## src/rtl/pic_pkg.sv

```systemverilog
// Shared types and defaults for the PIC core flow-control slice.
// Provides flow_op_t, seq_state_t and PC/stack sizing defaults.
package pic_pkg;

   localparam int PC_W = 11;
   localparam int STACK_DEPTH = 16;
   localparam logic [PC_W-1:0] RESET_VECTOR = '0;

   typedef enum logic [2:0] {
      NOP  = 3'd0,
      GOTO = 3'd1,
      CALL = 3'd2,
      RET  = 3'd3,
      SKIP = 3'd4
   } flow_op_t;

   typedef enum logic {
      RUN   = 1'b0,
      FLUSH = 1'b1
   } seq_state_t;

   function automatic int depth_w(input int n);
      return $clog2(n) + 1;
   endfunction

endpackage

```

## src/rtl/pc_call_sequencer_if.sv

```systemverilog
// Decoder-to-sequencer flow-op handshake bundle.
// master: op_valid/op/target/skip_cond out, op_ready in; slave mirrors.
interface pc_call_sequencer_if #(
   parameter int PC_W = pic_pkg::PC_W
);

   logic            op_valid;
   logic            op_ready;
   logic [2:0]      op;
   logic [PC_W-1:0] target;
   logic            skip_cond;

   modport master (
      output op_valid,
      output op,
      output target,
      output skip_cond,
      input  op_ready
   );

   modport slave (
      input  op_valid,
      input  op,
      input  target,
      input  skip_cond,
      output op_ready
   );

endinterface

```

## src/rtl/stack_depth_tracker.sv

```systemverilog
// Return-stack occupancy counter with optional guard (STACK_GUARD_EN).
// Ports: clk, reset, inc, dec -> depth, inc_ok, dec_ok, ovf, unf.
module stack_depth_tracker #(
   parameter int STACK_DEPTH = pic_pkg::STACK_DEPTH,
   localparam int DW = $clog2(STACK_DEPTH) + 1
) (
   input  logic          clk,
   input  logic          reset,
   input  logic          inc,
   input  logic          dec,
   output logic [DW-1:0] depth,
   output logic          inc_ok,
   output logic          dec_ok,
   output logic          ovf,
   output logic          unf
);

`ifdef STACK_GUARD_EN

   logic [DW-1:0] cnt_q;
   logic          ovf_q;
   logic          unf_q;

   assign inc_ok = (cnt_q != DW'(STACK_DEPTH));
   assign dec_ok = (cnt_q != '0);

   always_ff @(posedge clk) begin
      if (reset) begin
         cnt_q <= '0;
         ovf_q <= 1'b0;
         unf_q <= 1'b0;
      end else begin
         if (inc && inc_ok)
            cnt_q <= cnt_q + 1'b1;
         else if (dec && dec_ok)
            cnt_q <= cnt_q - 1'b1;
         // sticky until reset
         if (inc && !inc_ok)
            ovf_q <= 1'b1;
         if (dec && !dec_ok)
            unf_q <= 1'b1;
      end
   end

   assign depth = cnt_q;
   assign ovf   = ovf_q;
   assign unf   = unf_q;

`else

   // wraps with the stack pointer; top bit stays 0
   logic [DW-2:0] cnt_q;

   assign inc_ok = 1'b1;
   assign dec_ok = 1'b1;

   always_ff @(posedge clk) begin
      if (reset)
         cnt_q <= '0;
      else if (inc)
         cnt_q <= cnt_q + 1'b1;
      else if (dec)
         cnt_q <= cnt_q - 1'b1;
   end

   assign depth = {1'b0, cnt_q};
   assign ovf   = 1'b0;
   assign unf   = 1'b0;

`endif

endmodule

```

## src/rtl/pc_call_sequencer.sv

```systemverilog
// PC and call/return sequencer driving the hardware return stack.
// Ports: clk, reset, op_if (slave), stack_top -> pc, stack_in,
// push, pop, flush, depth, stk_ovf, stk_unf. Option: STACK_GUARD_EN.
module pc_call_sequencer
   import pic_pkg::*;
#(
   parameter int PC_W = pic_pkg::PC_W,
   parameter int STACK_DEPTH = pic_pkg::STACK_DEPTH,
   parameter logic [PC_W-1:0] RESET_VECTOR = pic_pkg::RESET_VECTOR,
   localparam int DW = $clog2(STACK_DEPTH) + 1
) (
   input  logic                clk,
   input  logic                reset,
   pc_call_sequencer_if.slave  op_if,
   input  logic [PC_W-1:0]     stack_top,
   output logic [PC_W-1:0]     pc,
   output logic [PC_W-1:0]     stack_in,
   output logic                push,
   output logic                pop,
   output logic                flush,
   output logic [DW-1:0]       depth,
   output logic                stk_ovf,
   output logic                stk_unf
);

   seq_state_t      state_q;
   seq_state_t      state_d;
   logic [PC_W-1:0] pc_q;
   logic [PC_W-1:0] pc_d;
   logic [PC_W-1:0] stk_in_q;
   logic [PC_W-1:0] stk_in_d;
   logic            push_q;
   logic            push_d;
   logic            pop_q;
   logic            pop_d;

   logic            inc;
   logic            dec;
   logic            inc_ok;
   logic            dec_ok;

   logic            is_goto;
   logic            is_call;
   logic            is_ret;
   logic            is_skip;
   logic [PC_W-1:0] pc_inc1;
   logic [PC_W-1:0] pc_inc2;

   assign is_goto = (op_if.op == GOTO);
   assign is_call = (op_if.op == CALL);
   assign is_ret  = (op_if.op == RET);
   assign is_skip = (op_if.op == SKIP);

   assign pc_inc1 = pc_q + PC_W'(1);
   assign pc_inc2 = pc_q + PC_W'(2);

   always_comb begin
      state_d  = state_q;
      pc_d     = pc_q;
      stk_in_d = stk_in_q;
      push_d   = 1'b0;
      pop_d    = 1'b0;
      inc      = 1'b0;
      dec      = 1'b0;
      unique case (state_q)
         RUN: begin
            if (op_if.op_valid) begin
               unique case (1'b1)
                  is_goto: begin
                     pc_d    = op_if.target;
                     state_d = FLUSH;
                  end
                  is_call: begin
                     inc      = 1'b1;
                     push_d   = inc_ok;
                     stk_in_d = pc_inc1;
                     pc_d     = op_if.target;
                     state_d  = FLUSH;
                  end
                  is_ret: begin
                     dec     = 1'b1;
                     pop_d   = dec_ok;
                     // guarded underflow restarts at the vector
                     pc_d    = dec_ok ? pc_q : RESET_VECTOR;
                     state_d = FLUSH;
                  end
                  is_skip && op_if.skip_cond: begin
                     pc_d    = pc_inc2;
                     state_d = FLUSH;
                  end
                  default: begin
                     pc_d = pc_inc1;
                  end
               endcase
            end
         end
         FLUSH: begin
            state_d = RUN;
            // top is read before the pop moves the pointer
            if (pop_q)
               pc_d = stack_top;
         end
         default: begin
            state_d = RUN;
         end
      endcase
   end

   always_ff @(posedge clk) begin
      if (reset) begin
         state_q  <= RUN;
         pc_q     <= RESET_VECTOR;
         stk_in_q <= '0;
         push_q   <= 1'b0;
         pop_q    <= 1'b0;
      end else begin
         state_q  <= state_d;
         pc_q     <= pc_d;
         stk_in_q <= stk_in_d;
         push_q   <= push_d;
         pop_q    <= pop_d;
      end
   end

   stack_depth_tracker #(
      .STACK_DEPTH (STACK_DEPTH)
   ) u_depth (
      .clk    (clk),
      .reset  (reset),
      .inc    (inc),
      .dec    (dec),
      .depth  (depth),
      .inc_ok (inc_ok),
      .dec_ok (dec_ok),
      .ovf    (stk_ovf),
      .unf    (stk_unf)
   );

   assign op_if.op_ready = (state_q == RUN);
   assign flush          = (state_q == FLUSH);
   assign pc             = pc_q;
   assign stack_in       = stk_in_q;
   assign push           = push_q;
   assign pop            = pop_q;

endmodule

```

## src/flat_wrapper.sv

```systemverilog
// flat-port wrapper written by rule: the top's interface ports become plain ports
module pc_call_sequencer_flat import pic_pkg::*;
#(
   parameter int PC_W = pic_pkg::PC_W,
   parameter int STACK_DEPTH = pic_pkg::STACK_DEPTH,
   parameter logic [PC_W-1:0] RESET_VECTOR = pic_pkg::RESET_VECTOR,
   localparam int DW = $clog2(STACK_DEPTH) + 1
)
  (clk, reset, stack_top, pc, stack_in, push, pop, flush, depth, stk_ovf, stk_unf, op_if_op_valid, op_if_op, op_if_target, op_if_skip_cond, op_if_op_ready);
  pc_call_sequencer_if #(.PC_W(PC_W)) op_if_i ();
  input  logic clk;
  input  logic reset;
  input  logic [PC_W-1:0] stack_top;
  output logic [PC_W-1:0] pc;
  output logic [PC_W-1:0] stack_in;
  output logic push;
  output logic pop;
  output logic flush;
  output logic [DW-1:0] depth;
  output logic stk_ovf;
  output logic stk_unf;
  input wire logic [$bits(op_if_i.op_valid)-1:0] op_if_op_valid;
  input wire logic [$bits(op_if_i.op)-1:0] op_if_op;
  input wire logic [$bits(op_if_i.target)-1:0] op_if_target;
  input wire logic [$bits(op_if_i.skip_cond)-1:0] op_if_skip_cond;
  output wire logic [$bits(op_if_i.op_ready)-1:0] op_if_op_ready;
  assign op_if_i.op_valid = op_if_op_valid;
  assign op_if_i.op = op_if_op;
  assign op_if_i.target = op_if_target;
  assign op_if_i.skip_cond = op_if_skip_cond;
  assign op_if_op_ready = op_if_i.op_ready;
  pc_call_sequencer #(.PC_W(PC_W), .STACK_DEPTH(STACK_DEPTH), .RESET_VECTOR(RESET_VECTOR)) u_core (.clk(clk), .reset(reset), .op_if(op_if_i), .stack_top(stack_top), .pc(pc), .stack_in(stack_in), .push(push), .pop(pop), .flush(flush), .depth(depth), .stk_ovf(stk_ovf), .stk_unf(stk_unf));
endmodule
```

## config.mk

```make
export PLATFORM = sky130hd
export DESIGN_NAME = pc_call_sequencer_flat
export DESIGN_NICKNAME = d
export VERILOG_FILES = /design/src/rtl/pic_pkg.sv /design/src/rtl/pc_call_sequencer_if.sv /design/src/rtl/stack_depth_tracker.sv /design/src/rtl/pc_call_sequencer.sv /design/src/flat_wrapper.sv
export SDC_FILE = /design/constraint.sdc
export NUM_CORES = 1
export LEC_CHECK = 0
export BUFFER_PORTS_ARGS = -buffer_cell sky130_fd_sc_hd__buf_2
export CAP_MARGIN = 20
export CORE_MARGIN = 1.5
export CORE_UTILIZATION = 46
export DETAILED_ROUTE_END_ITERATION = 10
export PLACE_DENSITY = 0.86
export SETUP_SLACK_MARGIN = 0.15
export SLEW_MARGIN = 20
export SYNTH_ARGS = -nofsm -noshare
export SYNTH_HDL_FRONTEND = slang
export SYNTH_SLANG_ARGS = --single-unit
export TNS_END_PERCENT = 5
```

## constraint.sdc

```tcl
create_clock -name clk -period 2.1 [get_ports clk]
set_input_delay 0.315 -clock clk [delete_from_list [all_inputs] [get_ports clk]]
set_output_delay 0.315 -clock clk [all_outputs]
set_load 0.01 [all_outputs]
```

==> flow_metrics.py <==
metrics = {
    "synthesis": {
        "avgSynthCellArea_sq_um": 7.98,
        "ys_seq_elements": 29,
        "synthTopCellsByCount": "dfxtp_1 (29), nor2_1 (26), nand2_1 (20)",
        "syn_inst": 242,
        "synth_area_sq_um": 1930,
        "synth_top_area_share_pct": 30.1,
        "yosysWarnings": 0,
        "synth-seq-area-share_pct": 30.1,
        "synth_cell_types": 54,
        "synth.area.top_cells": "dfxtp_1 (30%), nor2_1 (5.1%), xnor2_1 (5.0%)",
        "synthArstFlopShare_pct": 0,
        "synth_edf_count": 0,
        "yosysMostFrequentCell": "dfxtp_1",
        "yosysTopAreaCell": "dfxtp_1",
        "synth_ff_type": "dfxtp_1",
    },
    "sta": {
        "fmaxAchievable_mhz": 521,
        "setup_tns_ps": 0,
        "worst_slew_pin_slew_ps": 673,
        "relSlewSlack_pct": 54.6,
        "final_period_minus_worst_setup_slack_ps": 1920,
        "slew_viol_final": 0,
        "rsz0062_at_grt": "yes",
        "period_share_pct": 91.4,
        "hold_violations": 0,
        "clock_skew_ps": 4.94,
        "setup_viol": 0,
        "hold_ws_ps": 311,
    },
    "flow_run": {
        "maxCapViolCount": 0,
    },
    "clock_network": {
        "cts_hold_buffers": 0,
        "clock_sinks": 29,
        "cts_root_buf": "clkbuf_8",
        "cts_tree": "built",
        "clk_pin_slew_worst_paths_ps": 70,
        "clockBufferDepth": 2,
        "cts_buffers": 5,
        "htreeDepth": 2,
        "clk_latency_ps": 290,
    },
    "routing": {
        "vias": 2083,
        "drc": 0,
        "first_pass_iters": 10,
        "drtAntennaViolNets": 0,
        "wirelength_mm": 5.27,
        "drt-initial-drc-count": 216,
        "wl_per_cell_um": 14.9,
        "routed_via_density": 5.90,
    },
    "global_routing": {
        "antenna_found_initial": 0,
        "grt_pass1_wl_mm": 7.86,
        "grtUsageMet1_pct": 30.1,
        "grt_max_degree": 25,
        "gr-usage-met3_pct": 4.67,
        "busiest_layer": "met2",
        "grtUsageMet2_pct": 35.5,
        "gr-total-overflow": 0,
        "track_usage_pct": 23.0,
        "grt_pass1_vias": 1732,
    },
    "final_layout": {
        "final-seq-area_sq_um": 584,
        "fin_nets": 336,
        "multiInputGateArea_sq_um": 1250,
        "final_util_pct": 59.9,
        "drive_gt1_share_pct": 31.4,
        "area_delta_synth_final_pct": 24.9,
        "fillers": 372,
        "antenna_cells": 0,
    },
    "die": {
        "core_area_sq_um": 4030,
        "die-height_um": 67.8,
        "io_pins": 62,
        "dieArea_sq_um": 4600,
        "num_rows": 23,
        "die-width_um": 67.8,
        "start_util_pct": 48.0,
    },
    "setup_path": {
        "cp-end-kind": "register",
        "critical_path_class": "register to register",
        "cp.arrival_ps": 2090,
        "crit_required_ps": 2270,
        "cpPeakStageDelay_ps": 340,
        "startpoint_type": "register",
        "crit_chain": "and4bb_2, nor2b_4, inv_4, ha_4, a21o_1, a21oi_2, mux2i_1, xnor2_1, nor2_1",
        "path_max_fanout": 4,
        "slowest_stage": "dfxtp_4",
    },
    "place": {
        "port-buffer-count": 58,
        "hpwlAfterDp_mm": 3.82,
        "globalplace.congestion": 0.902,
    },
    "power": {
        "finalPower_mw": 1.38,
        "ir_worst_vdd_mv": 0.253,
        "powerDensity_nw_per_um2": 570,
        "p_leak_nw": 0.961,
    },
    "min_path": {
        "min_path_type": "input port to register",
    },
    "run_status": {
        "status": "completed",
    },
}
[repair_timing]
item | in CTS | in global routing
gates resized for setup | 0 | 1
buffers inserted | 0 | 2
setup endpoints to repair | 0 | 5
[cells by family (layout without fill, tap and decap cells)]
kind of cell    count (synthesis)  count (layout)  share of synthesized area (%)
fa+ha+maj                       5               5                           3.63
xor+xnor                       14              14                           6.35
other cells                     1               3                          0.194
flops                          29              29                           30.1
mux                             2               2                           1.04
simple gates                   87              87                           23.1
compound gates                 75              75                           28.5
buf+inv                        29              88                           7.19
[cell type report]
cell class | count | area share [%]
Timing Repair Buffer | 74 | 17.0
Tap cell | 50 | 2.59
Sequential cell | 29 | 24.2
Inverter | 6 | 1.04
Clock inverter | 2 | 0.415
Multi-Input combinational cell | 186 | 51.7
Clock buffer | 6 | 3.01
[sequential cells by signal (all words and copies together), names as in the netlist]
name and count:
u_core.flush 1, u_core.pc 11, u_core.pop 1, u_core.push 1, u_core.stack_in 11, u_core.u_depth.cnt_q 4
[report_power, final]
group	internal, mW	switching [mW]	total [mW]
registers	0.576	0.0358	0.611
logic	0.140	0.172	0.312
clock network	0.229	0.223	0.453
[layout by cell type, fill, tap and decap left out, drive strengths merged, types with 2 or more instances in the layout]
cell and instances:
nand2b 8, dfxtp 29, a32o 3, a2111oi 3, mux2i 2, conb 3, a21oi 17, and4bb 2
nand3 7, a31oi 4, clkinv 2, ha 4, and4 2, or3 2, nor2 26, nand2 20
nor3 5, o211ai 2, nand3b 2, o32ai 2, inv 6, o221ai 2, nor2b 2, a221oi 5
o31ai 2, xor2 3, buf 74, nor3b 5, xnor2 11, o21ai 14, a31o 2, a211oi 8
clkbuf 6, a211o 2, nand4 3
[worst max-delay path: cells and delay by family, from the launching register on]
family / cells / cell delay (ps)
xor+xnor: 1 / 150
simple gates: 3 / 530
compound gates: 2 / 300
mux: 1 / 220
buf+inv: 1 / 60
flops: 1 / 340
fa+ha+maj: 1 / 200
[per-layer routing]
layer  vias to the layer above  routed length [um]  part of all wire, %
li1                       1006                   -                    -
met2                       111                2400                   46
met4                         0                 158                  3.0
met1                       943                2230                   42
met5                         -                   0                    0
met3                        23                 472                  9.0
[stage by stage]
stage | std cells | setup slack, ps | instance area (sq um)
6_report | 353 | 181 | 2410
5_1_grt | 353 | 116 | 2410
4_1_cts | 351 | 169 | 2390
3_5_place_dp | 343 | 69.8 | 2310
3_3_place_gp | 343 | 114 | 2310
2_1_floorplan | 244 | 121 | 1980
[worst paths after layout]
check / endpoint / slack [ps] / startpoint / depth (start not counted)
max: u_core.u_depth.cnt_q[3] / 180 / u_core.flush / 9
max reg2reg: u_core.u_depth.cnt_q[3] / 180 / u_core.flush / 9
min reg2reg: u_core.stack_in[1] / 460 / u_core.stack_in[1] / 2
min: u_core.pc[3] / 310 / reset / 2
No activity file was read; power rests on OpenSTA's default activity.
